<file path="config.mk">
export PLATFORM = sky130hd
export DESIGN_NAME = ps2_key_fifo_flat
export DESIGN_NICKNAME = d
export VERILOG_FILES = /design/src/rtl/ps2_key_fifo_if.sv /design/src/rtl/ps2_key_fifo.sv /design/src/flat_wrapper.sv
export SDC_FILE = /design/constraint.sdc
export NUM_CORES = 1
export LEC_CHECK = 0
export ABC_AREA = 1
export CAP_MARGIN = 20
export CELL_PAD_IN_SITES_DETAIL_PLACEMENT = 1
export CELL_PAD_IN_SITES_GLOBAL_PLACEMENT = 2
export CORE_UTILIZATION = 35
export CTS_CLUSTER_DIAMETER = 50
export CTS_CLUSTER_SIZE = 14
export DETAILED_ROUTE_END_ITERATION = 8
export DONT_BUFFER_PORTS = 1
export PLACE_DENSITY_LB_ADDON = 0.15
export SYNTH_ARGS = -nofsm -noshare
export SYNTH_HDL_FRONTEND = slang
export SYNTH_SLANG_ARGS = --single-unit
</file>
<file path="constraint.sdc">
create_clock -name clk -period 1.9 [get_ports clk]
set_input_delay 0.475 -clock clk [delete_from_list [all_inputs] [get_ports clk]]
set_output_delay 0.475 -clock clk [all_outputs]
set_load 0.05 [all_outputs]
</file>
<file path="src/rtl/ps2_key_fifo_if.sv">
// Key-event stream between ps2_key_fifo and its consumer: valid/ready handshake
// plus the FIFO occupancy.
interface ps2_key_fifo_if #(
    parameter int FIFO_DEPTH = 8
);
    logic                        ev_valid;
    logic                        ev_ready;
    logic [9:0]                  ev_data;
    logic [$clog2(FIFO_DEPTH):0] ev_count;

    modport master (output ev_valid, output ev_data, output ev_count, input ev_ready);
    modport slave  (input ev_valid, input ev_data, input ev_count, output ev_ready);
endinterface

</file>
<file path="src/rtl/ps2_key_fifo.sv">
// PS/2 keyboard receiver: frame deserialiser, E0/F0 prefix folding, event FIFO.
// Optional odd-parity enforcement with `define PS2_PARITY_CHECK_EN.
module ps2_key_fifo #(
    parameter int FIFO_DEPTH  = 8,
    parameter int FILTER_LEN  = 4,
    parameter int TIMEOUT_CYC = 50000
) (
    input  logic          clk,
    input  logic          rst_n,
    input  logic          ps2_clk,
    input  logic          ps2_data,
    ps2_key_fifo_if.master ev,
    output logic [15:0]   keycode,
    output logic          overflow,
    output logic          frame_err
);
    localparam int AW = $clog2(FIFO_DEPTH);
    localparam int CW = AW + 1;
    localparam int FW = $clog2(FILTER_LEN + 1);
    localparam int TW = $clog2(TIMEOUT_CYC + 1);
    // bit 0 = ps2_clk (idles high, so its synchroniser resets to 1), bit 1 = ps2_data
    localparam logic [1:0] SYNC_INIT = 2'b01;

    typedef enum logic [1:0] {IDLE, DATA, PARITY, STOP} state_t;

    logic [1:0]    pin_in;
    logic [1:0]    sync1_reg, sync2_reg;
    logic          filt_reg, filt_prev_reg, strobe_reg;
    logic [FW-1:0] filt_cnt_reg;
    logic          dat_s;

    state_t        state_reg, state_next;
    logic [2:0]    bit_cnt_reg, bit_cnt_next;
    logic [7:0]    shift_reg, shift_next;
    logic [TW-1:0] tmo_reg, tmo_next;
    logic          byte_valid_reg, byte_valid_next;
    logic          frame_err_next;
    logic          par_ok;

    logic [15:0]   keycode_reg;
    logic          ext_reg, brk_reg;
    logic          frame_err_reg, overflow_reg;

    logic [9:0]    mem [FIFO_DEPTH];
    logic [AW-1:0] wr_ptr_reg, rd_ptr_reg;
    logic [CW-1:0] count_reg;
    logic          push_req, do_push, pop, full, ev_valid;

    assign pin_in = {ps2_data, ps2_clk};
    assign dat_s  = sync2_reg[1];

    genvar gi;
    generate
        for (gi = 0; gi < 2; gi++) begin : g_sync
            always_ff @(posedge clk or negedge rst_n) begin
                if (!rst_n) begin
                    sync1_reg[gi] <= SYNC_INIT[gi];
                    sync2_reg[gi] <= SYNC_INIT[gi];
                end else begin
                    sync1_reg[gi] <= pin_in[gi];
                    sync2_reg[gi] <= sync1_reg[gi];
                end
            end
        end
    endgenerate

    // Glitch filter: the level flips only after FILTER_LEN consecutive differing samples.
    always_ff @(posedge clk or negedge rst_n) begin
        if (!rst_n) begin
            filt_reg      <= 1'b1;
            filt_prev_reg <= 1'b1;
            filt_cnt_reg  <= '0;
            strobe_reg    <= 1'b0;
        end else begin
            filt_prev_reg <= filt_reg;
            strobe_reg    <= filt_prev_reg & ~filt_reg;
            if (sync2_reg[0] == filt_reg) begin
                filt_cnt_reg <= '0;
            end else if (filt_cnt_reg == FW'(FILTER_LEN - 1)) begin
                filt_reg     <= sync2_reg[0];
                filt_cnt_reg <= '0;
            end else begin
                filt_cnt_reg <= filt_cnt_reg + 1'b1;
            end
        end
    end

`ifdef PS2_PARITY_CHECK_EN
    logic par_reg;
    always_ff @(posedge clk or negedge rst_n) begin
        if (!rst_n)
            par_reg <= 1'b0;
        else if (strobe_reg && state_reg == PARITY)
            par_reg <= dat_s;
    end
    assign par_ok = ^{shift_reg, par_reg};
`else
    assign par_ok = 1'b1;
`endif

    always_comb begin
        state_next      = state_reg;
        bit_cnt_next    = bit_cnt_reg;
        shift_next      = shift_reg;
        tmo_next        = tmo_reg;
        byte_valid_next = 1'b0;
        frame_err_next  = 1'b0;
        if (strobe_reg) begin
            tmo_next = TW'(TIMEOUT_CYC);
            case (state_reg)
                IDLE: begin
                    if (!dat_s) begin
                        state_next   = DATA;
                        bit_cnt_next = 3'd0;
                    end
                end
                DATA: begin
                    shift_next   = {dat_s, shift_reg[7:1]};
                    bit_cnt_next = bit_cnt_reg + 3'd1;
                    if (bit_cnt_reg == 3'd7)
                        state_next = PARITY;
                end
                PARITY: state_next = STOP;
                STOP: begin
                    state_next = IDLE;
                    if (dat_s && par_ok)
                        byte_valid_next = 1'b1;
                    else
                        frame_err_next = 1'b1;
                end
                default: state_next = IDLE;
            endcase
        end else if (state_reg != IDLE) begin
            if (tmo_reg == '0) begin
                state_next     = IDLE;
                frame_err_next = 1'b1;
            end else begin
                tmo_next = tmo_reg - 1'b1;
            end
        end
    end

    always_ff @(posedge clk or negedge rst_n) begin
        if (!rst_n) begin
            state_reg      <= IDLE;
            bit_cnt_reg    <= '0;
            shift_reg      <= '0;
            tmo_reg        <= '0;
            byte_valid_reg <= 1'b0;
            frame_err_reg  <= 1'b0;
            keycode_reg    <= '0;
        end else begin
            state_reg      <= state_next;
            bit_cnt_reg    <= bit_cnt_next;
            shift_reg      <= shift_next;
            tmo_reg        <= tmo_next;
            byte_valid_reg <= byte_valid_next;
            frame_err_reg  <= frame_err_next;
            if (byte_valid_next)
                keycode_reg <= {keycode_reg[7:0], shift_reg};
        end
    end

    // shift_reg holds the received byte while byte_valid_reg is high (FSM is back in IDLE).
    assign push_req = byte_valid_reg && (shift_reg != 8'hE0) && (shift_reg != 8'hF0);
    assign ev_valid = (count_reg != '0);
    assign full     = (count_reg == CW'(FIFO_DEPTH));
    assign pop      = ev_valid && ev.ev_ready;
    assign do_push  = push_req && (!full || pop);

    always_ff @(posedge clk or negedge rst_n) begin
        if (!rst_n) begin
            ext_reg      <= 1'b0;
            brk_reg      <= 1'b0;
            wr_ptr_reg   <= '0;
            rd_ptr_reg   <= '0;
            count_reg    <= '0;
            overflow_reg <= 1'b0;
        end else begin
            overflow_reg <= push_req && full && !pop;
            if (byte_valid_reg) begin
                if (shift_reg == 8'hE0) begin
                    ext_reg <= 1'b1;
                end else if (shift_reg == 8'hF0) begin
                    brk_reg <= 1'b1;
                end else begin
                    ext_reg <= 1'b0;
                    brk_reg <= 1'b0;
                end
            end
            if (do_push)
                wr_ptr_reg <= wr_ptr_reg + 1'b1;
            if (pop)
                rd_ptr_reg <= rd_ptr_reg + 1'b1;
            case ({do_push, pop})
                2'b10:   count_reg <= count_reg + 1'b1;
                2'b01:   count_reg <= count_reg - 1'b1;
                default: count_reg <= count_reg;
            endcase
        end
    end

    always_ff @(posedge clk) begin
        if (do_push)
            mem[wr_ptr_reg] <= {ext_reg, brk_reg, shift_reg};
    end

    assign ev.ev_valid = ev_valid;
    assign ev.ev_data  = ev_valid ? mem[rd_ptr_reg] : 10'd0;
    assign ev.ev_count = count_reg;
    assign keycode     = keycode_reg;
    assign overflow    = overflow_reg;
    assign frame_err   = frame_err_reg;
endmodule

</file>
<file path="src/flat_wrapper.sv">
// flat-port wrapper written by rule: the top's interface ports become plain ports
module ps2_key_fifo_flat 
#(
    parameter int FIFO_DEPTH  = 8,
    parameter int FILTER_LEN  = 4,
    parameter int TIMEOUT_CYC = 50000
)
  (clk, rst_n, ps2_clk, ps2_data, keycode, overflow, frame_err, ev_ev_valid, ev_ev_data, ev_ev_count, ev_ev_ready);
  ps2_key_fifo_if #(.FIFO_DEPTH(FIFO_DEPTH)) ev_i ();
  input  logic clk;
  input  logic rst_n;
  input  logic ps2_clk;
  input  logic ps2_data;
  output logic [15:0] keycode;
  output logic overflow;
  output logic frame_err;
  output wire logic [$bits(ev_i.ev_valid)-1:0] ev_ev_valid;
  output wire logic [$bits(ev_i.ev_data)-1:0] ev_ev_data;
  output wire logic [$bits(ev_i.ev_count)-1:0] ev_ev_count;
  input wire logic [$bits(ev_i.ev_ready)-1:0] ev_ev_ready;
  assign ev_ev_valid = ev_i.ev_valid;
  assign ev_ev_data = ev_i.ev_data;
  assign ev_ev_count = ev_i.ev_count;
  assign ev_i.ev_ready = ev_ev_ready;
  ps2_key_fifo #(.FIFO_DEPTH(FIFO_DEPTH), .FILTER_LEN(FILTER_LEN), .TIMEOUT_CYC(TIMEOUT_CYC)) u_core (.clk(clk), .rst_n(rst_n), .ps2_clk(ps2_clk), .ps2_data(ps2_data), .ev(ev_i), .keycode(keycode), .overflow(overflow), .frame_err(frame_err));
endmodule
</file>
==> metrics, run 1 <==
Leak 3.50 nW; IO Count 38; CTS root buf clkbuf_16; pwr/cell area 1610 mW/mm2; Via Count 4,589; FF-to-FF setup slack -0.12 ns; largest net degree at the start of global routing 71; drt pass-1 iters 5; fillers 1,924; Cell Rows 49; number of DRC markers in iteration 0 211; Layout Nets 702; share of the synthesized area in the top cell type 37.1%; Most used DFF post-synth edfxtp_1; Final min period 2.37 ns; Design Area, Final 0.00854 mm2; first-pass GRT wire length 25.8 mm; Avg WL per Cell 17.6 um; Final Hold Fails 70; CTS Buffer Depth 2; Worst-Skew Late Latency 0.43 ns; core area 0.0180 mm2; Worst EP required 1.42 ns; period utilization 125%; crit end category output pin; Layout area overhead 32.0%; CP Launch Type flip-flop; failing checks hold timing, setup timing; number of synthesized register bits 150; Largest register FFs 80; die area 0.0190 mm2; placed insts 876; Slowest-stage cell, CP dfrtp_2; Post-synth EDFFs 80; worst-margin pin slew 0.569 ns; leading post-synthesis cells by cell area edfxtp_1 (37%), dfrtp_1 (26%), nor2_1 (6.5%), nand2_1 (5.4%), o21ai_0 (4.7%); vias per cell 4.96; CTS buffer count 17; H-Tree Depth 4; final hold slack -0.259 ns; Die Ht 138 um; number of global-route vias before repair 4,902; clock share of power 23.6%; fin util 47.4%; Final setup viols 52; synthesis warning total 0; share of cells above drive strength 1 30.8%; max-slew violations 0; syn avg cell area 10.7 um2; initial core utilization 35.9%; register area share after synthesis 64.3%; CP cell instances buf_4 > buf_6 > o21ai_1 > o32ai_2 > o21ai_1 > nor2_4 > buf_12; initial antenna violation count 0; Die X 138 um; DP Wirelength 10.9 mm; gpl congestion 0.763; Critical Path AT 1.89 ns; switching portion of total power 39.4%; HP Class in2async; Synthesized Nets 625; cell taking the most area after synthesis edfxtp_1; capturing point of the worst reg2reg path u_core.mem[0][0]$_DFFE_PP_; Max Cap Viol 0; Syn Inst Count 607; fin worst setup slack -0.469 ns; Int Power 0.00832 W; Psw 0.00541 W; Sequential Power Share 29.8%; Synth cell types 39; VDD IR max 1.10 mV; ys async rst share 46.7%; Reg2Reg Launch Point u_core.shift_reg[4]$_DFFE_PN0P_; combinational power share 46.5%; Sink Count 150; mapped cell area 0.00647 mm2; Largest stage delay, worst path 0.41 ns; status finished with violations; CTS tree built; Worst R2R Path Depth 12; CTS clock-pin slew for the worst setup and hold paths 0.06 ns; Inserted Diodes 0; Post-Layout Cell Count 926; most used cell, CP o21ai_1; All-Layer GR Usage 18.4%; WS Path Type reg2out; clock skew 0.00651 ns; unrepaired setup endpoints after global routing yes; # DRC 0; crit path max fanout 14; IO Port Bufs 0; final wirelength 16.3 mm; Cell Area, Placed 0.00750 mm2; Fmax 0.422 GHz; CP startpoint u_core.rd_ptr_reg[0]$_DFFE_PN0P_; Routed Antenna Nets 0; remaining global-route overflow 0; Slew headroom 62.1%; Setup crit end ev_ev_data[0]
==> power groups by stage <==
| stage | sequential, W | combinational, W | clock, W |
|---|---|---|---|
| after floorplan | 0.00425 | 0.00341 | 0 |
| after global placement | 0.00414 | 0.00565 | 0 |
| after detailed placement | 0.00415 | 0.00579 | 0 |
| after CTS | 0.00411 | 0.00601 | 0.00332 |
| after global routing | 0.00415 | 0.00693 | 0.00343 |
| final | 0.00410 | 0.00639 | 0.00324 |
==> stage by stage <==
step                      power, W  setup WS (ns)  hold WS (ns)  setup TNS [ns]
after floorplan            0.00766        -0.0669         0.179           -1.50
after global placement     0.00979         -0.181         0.189          -0.495
after detailed placement   0.00994         -0.216         0.190          -0.946
after CTS                   0.0134         -0.498        -0.274           -5.27
after global routing        0.0145         -0.553        -0.283          -16.83
final                       0.0137         -0.469        -0.259           -7.87
==> cell families (layout without fill, tap and decap cells) <==
| family | Yosys count | in the layout | synth area share, % |
|---|---|---|---|
| and+or+nand+nor | 260 | 260 | 17.9 |
| DFF | 150 | 150 | 64.3 |
| adders and majority gates | 13 | 13 | 2.63 |
| muxes | 1 | 1 | 0.174 |
| buffers and inverters | 74 | 164 | 4.70 |
| xor gates and xnor gates | 9 | 9 | 1.22 |
| AOI/OAI and AO/OA | 100 | 100 | 9.14 |
==> layout by cell type (no fill, tap or decap), drive strengths merged <==
cell,n
inv,59
nand2,96
o31ai,2
xor2,5
o32ai,21
fa,1
bufinv,1
xnor2,4
nor4,1
nand4,7
nor3,4
dfstp,4
clkinv,5
clkbuf,17
nor3b,3
clkinvlp,2
dfrtp,66
o21ai,69
nand3b,4
edfxtp,80
a21oi,5
mux2,1
o211ai,1
buf,80
ha,12
a31o,1
o22ai,1
or2,1
nand3,17
nor2,127
==> worst max-delay path: cells and delay by family (launching register included) <==
kind	cells	cell delay, ns
compound gates	3	0.54
buf+inv	3	0.46
flops	1	0.41
simple gates	1	0.06
==> worst min-delay path by stage <==
| stage | start | to | depth (start not counted) |
|---|---|---|---|
| after global routing | rst_n | u_core.keycode[4]$_DFFE_PN0P_ | 0 |
| final | rst_n | u_core.keycode[10]$_DFFE_PN0P_ | 0 |
| after global placement | rst_n | u_core.keycode[8]$_DFFE_PN0P_ | 0 |
| after detailed placement | rst_n | u_core.keycode[0]$_DFFE_PN0P_ | 0 |
| after floorplan | rst_n | u_core.bit_cnt_reg[0]$_DFFE_PN0P_ | 0 |
| after CTS | rst_n | u_core.keycode[13]$_DFFE_PN0P_ | 0 |
==> synth_stat cells, types with 2 or more instances <==
cell        n
o32ai_1    21
edfxtp_1   80
o21ai_0    61
nand3b_1    3
nand3_1    16
nand2_4     2
dfrtp_1    66
ha_1       12
xor2_1      5
inv_2       5
a21oi_1     5
o31ai_1     2
buf_6       2
buf_1       2
nor3_1      3
nor2_4      4
xnor2_1     4
nor2_2     11
o21ai_1     8
buf_2       6
nor3b_1     3
dfstp_2     4
nand2_1    93
inv_1      47
nor2_1    112
nand4_1     7
clkbuf_1   11
==> layer usage <==
layer  track usage [%]  routed length (um)  part of all wire (%)  up-vias
li1                  -                   -                     -     2222
met1              21.9                7000                    43     2295
met2              32.4                8550                    52       51
met3              3.76                 511                   3.1       21
met4              6.94                 268                   1.6        0
met5                 0                   0                     0        -
==> layout make-up <==
type	instances	area, um2	area share, %
clock buffer	17	425	4.98
clock inverter	15	143	1.67
inverter	52	200	2.34
multi-input combinational	383	2400	28.0
sequential	150	4170	48.8
tap	229	287	3.35
timing repair buffer	80	927	10.9
==> timing repair <==
action                     4_1_cts  5_1_grt
hold endpoints to repair        70       70
pin swaps                       12       23
setup buffers                    7       10
setup endpoints to repair       34       94
gates cloned                     0        1
gates resized for setup         32       72
Note: power is estimated with default switching activity, not from simulation.
==> run 2, diff against run 1 <==
--- a/config.mk
+++ b/config.mk
@@ -5,7 +5,6 @@
 export SDC_FILE = /design/constraint.sdc
 export NUM_CORES = 1
 export LEC_CHECK = 0
-export ABC_AREA = 1
 export CAP_MARGIN = 20
 export CELL_PAD_IN_SITES_DETAIL_PLACEMENT = 1
 export CELL_PAD_IN_SITES_GLOBAL_PLACEMENT = 2
==> run 2 against run 1 <==
- the run still ends with hold timing, setup timing left
- sequential power rose by 16%
- critical path depth fell by 2
- sequential share of layout area rose by 0.13 points
- area after synthesis fell by 2.8%
- count of clock-buffer cells in the layout rose by 4
- worst hold slack improved by 0.012 ns
- largest power group unchanged
- highest routed layer unchanged
==> metrics, run 2 <==
Layout Nets 529 (was 702); CTS clock-pin slew for the worst setup and hold paths 0.06 ns (about the same); crit end category output pin (unchanged); commonest non-fill, non-tap cells in the layout edfxtp_1 (80), dfrtp_1 (60), buf_4 (58) (was nand2_1 (84), nor2_1 (84), edfxtp_1 (80)); vias per cell 5.15 (was 4.96); Slowest-stage cell, CP mux4_2 (was dfrtp_2); die area 0.0185 mm2 (was 0.0190 mm2); synthesis warning total 0 (unchanged); Leak 3.34 nW (was 3.50 nW); most frequent cells after synthesis edfxtp_1 (80), dfrtp_1 (66), mux2_2 (26), nor2_1 (23), mux4_2 (20) (was nor2_1 (112), nand2_1 (93), edfxtp_1 (80), dfrtp_1 (66), o21ai_0 (61)); Final setup viols 97 (was 52); capturing point of the worst reg2reg path u_core.ev.ev_count[3]$_DFFE_PN0P_ (was u_core.mem[0][0]$_DFFE_PP_); share of cells above drive strength 1 46.4% (was 30.8%); largest net degree at the start of global routing 71 (unchanged); most frequent cell after synthesis edfxtp_1 (was nor2_1); final wirelength 14.9 mm (was 16.3 mm); CTS buffer count 17 (unchanged); All-Layer GR Usage 17.4% (was 18.4%); Layout area overhead 35.5% (was 32.0%); Routed Antenna Nets 0 (unchanged); H-Tree Depth 4 (unchanged); cell taking the most area after synthesis edfxtp_1 (unchanged); drt pass-1 iters 4 (was 5); crit path max fanout 6 (was 14); Synth cell types 52 (was 39); Worst-Skew Late Latency 0.41 ns (was 0.43 ns); Post-synth EDFFs 80 (unchanged); share of the synthesized area in the top cell type 38.2% (was 37.1%); Critical Path AT 1.93 ns (was 1.89 ns); CP Launch Type flip-flop (unchanged); pwr/cell area 1600 mW/mm2 (was 1610 mW/mm2); VDD IR max 0.734 mV (was 1.10 mV); status finished with violations (unchanged); fin worst setup slack -0.504 ns (was -0.469 ns); syn avg cell area 15.4 um2 (was 10.7 um2); leading post-synthesis cells by cell area edfxtp_1 (38%), dfrtp_1 (26%), mux4_2 (7.2%), mux2_2 (4.7%), ha_1 (2.4%) (was edfxtp_1 (37%), dfrtp_1 (26%), nor2_1 (6.5%), nand2_1 (5.4%), o21ai_0 (4.7%)); WS Path Type reg2out (unchanged); DP Wirelength 9.16 mm (was 10.9 mm); Syn Inst Count 408 (was 607); IO Count 38 (unchanged); Most used DFF post-synth edfxtp_1 (unchanged); HP Class in2async (unchanged); failing checks hold timing, setup timing (unchanged); # DRC 0 (unchanged); IO Port Bufs 0 (unchanged); initial core utilization 36.1% (was 35.9%); first-pass GRT wire length 23.8 mm (was 25.8 mm); clock skew 0.00642 ns (was 0.00651 ns); Sink Count 150 (unchanged); Synthesized Nets 426 (was 625); worst-margin pin slew 0.609 ns (was 0.569 ns); mux share of post-synthesis cell area 14.2% (was 0.174%); adder-cell share of the synthesized area 2.70% (was 2.63%); period utilization 127% (was 125%); CTS root buf clkbuf_16 (unchanged); number of synthesized register bits 150 (unchanged); Inserted Diodes 0 (unchanged); Max Cap Viol 0 (unchanged); complex-gate fraction of the synthesized area 5.11% (was 9.14%); Simple-Gate Fraction of Synth Area 9.03% (was 17.9%); fin util 48.9% (was 47.4%); Fmax 0.416 GHz (was 0.422 GHz); ys async rst share 46.7% (unchanged); final hold slack -0.247 ns (was -0.259 ns); Final Hold Fails 70 (unchanged); CP cell instances buf_12 > mux4_2 > mux2i_1 > nor2_1 > buf_6 (was buf_4 > buf_6 > o21ai_1 > o32ai_2 > o21ai_1 > nor2_4 > buf_12); Cell Area, Placed 0.00719 mm2 (was 0.00750 mm2); Design Area, Final 0.00852 mm2 (was 0.00854 mm2); most common cell after layout, fill and taps aside edfxtp_1; Worst R2R Path Depth 12 (unchanged); CTS tree built (unchanged); Die Ht 136 um (was 138 um); Largest stage delay, worst path 0.51 ns (was 0.41 ns); xor-xnor portion of the synthesized cell area 0.974% (was 1.22%); number of global-route vias before repair 4,331 (was 4,902); Reg2Reg Launch Point u_core.ev.ev_count[2]$_DFFE_PN0P_ (was u_core.shift_reg[4]$_DFFE_PN0P_); Cell Rows 48 (was 49); Die X 136 um (was 138 um); Via Count 3,857 (was 4,589); Slew headroom 59.4% (was 62.1%); register area share after synthesis 66.1% (was 64.3%); CTS Buffer Depth 2 (unchanged); Final min period 2.40 ns (was 2.37 ns); max-slew violations 0 (unchanged); unrepaired setup endpoints after global routing yes (unchanged); Largest register FFs 80 (unchanged); Worst EP required 1.42 ns (about the same); core area 0.0174 mm2 (was 0.0180 mm2); number of DRC markers in iteration 0 97 (was 211); mapped cell area 0.00629 mm2 (was 0.00647 mm2); remaining global-route overflow 0 (unchanged); initial antenna violation count 0 (unchanged); main combinational cell family by area after synthesis multiplexers (was simple AND/OR/NAND/NOR gates); FF-to-FF setup slack -0.41 ns (was -0.12 ns); gpl congestion 0.766 (was 0.763); setup_tns -28.46 ns (was -7.87 ns); Avg WL per Cell 19.8 um (was 17.6 um)
[run 2: timing repair]
action / 4_1_cts / 5_1_grt
endpoints found under the hold margin: 70 / 70
resized for setup: 50 / 42
setup buffers: 21 / 14
endpoints found under the setup margin: 101 / 110
pin swaps: 19 / 22
cloned: 4 / 1
[run 2: where the power goes]
part	leakage [nW]	internal (W)	switching, W
registers	1.63	0.00407	0.000679
logic	1.41	0.00247	0.00298
clock network	0.298	0.00217	0.00128
total	3.34	0.00872	0.00494
[run 2: per-layer routing]
metal | global-route usage [%] | routed length, um
met5 | 0 | 0
met4 | 5.74 | 150
met3 | 3.50 | 349
met2 | 31.6 | 8250
met1 | 20.3 | 6100
[run 2: metrics by stage]
stage / hold slack (ns) / power [W] / setup slack [ns] / cells
detailed placement: 0.182 / 0.00944 / -0.311 / 684
floorplan: 0.179 / 0.00785 / -0.572 / 408
finish: -0.247 / 0.0137 / -0.504 / 749
global route: -0.271 / 0.0144 / -0.585 / 749
CTS: -0.269 / 0.0137 / -0.586 / 741
global placement: 0.184 / 0.00929 / -0.250 / 684
[run 2: how the worst max path moves through the flow]
stage,to,from
final,ev_ev_data[6],u_core.rd_ptr_reg[0]$_DFFE_PN0P_
after global routing,ev_ev_data[6],u_core.rd_ptr_reg[0]$_DFFE_PN0P_
after CTS,ev_ev_data[5],u_core.rd_ptr_reg[0]$_DFFE_PN0P_
after detailed placement,u_core.ev.ev_count[3]$_DFFE_PN0P_,u_core.ev.ev_count[2]$_DFFE_PN0P_
after global placement,u_core.ev.ev_count[3]$_DFFE_PN0P_,u_core.shift_reg[2]$_DFFE_PN0P_
after floorplan,u_core.ev.ev_count[3]$_DFFE_PN0P_,u_core.ev.ev_count[2]$_DFFE_PN0P_
[run 2: cells by family after synthesis]
| logic type | Yosys count |
|---|---|
| compound gates | 46 |
| simple gates | 102 |
| fa+ha+maj | 13 |
| buf+inv | 30 |
| xor+xnor | 7 |
| mux | 60 |
| flops | 150 |
[run 2: final cells by class]
cell class	instances	area, um2
fillers	1713	8890
repair buffers	98	967
well taps	225	282
multi-input cells	230	2430
clock buffers	21	470
clock inverters	11	145
flip-flops and latches	150	4170
inverters	14	57.6
[run 2: worst max-delay path, delay by kind of cell, from the launching register on]
family	cells	cell delay, ns
buf+inv	2	0.32
mux	2	0.68
simple gates	1	0.07
flops	1	0.44
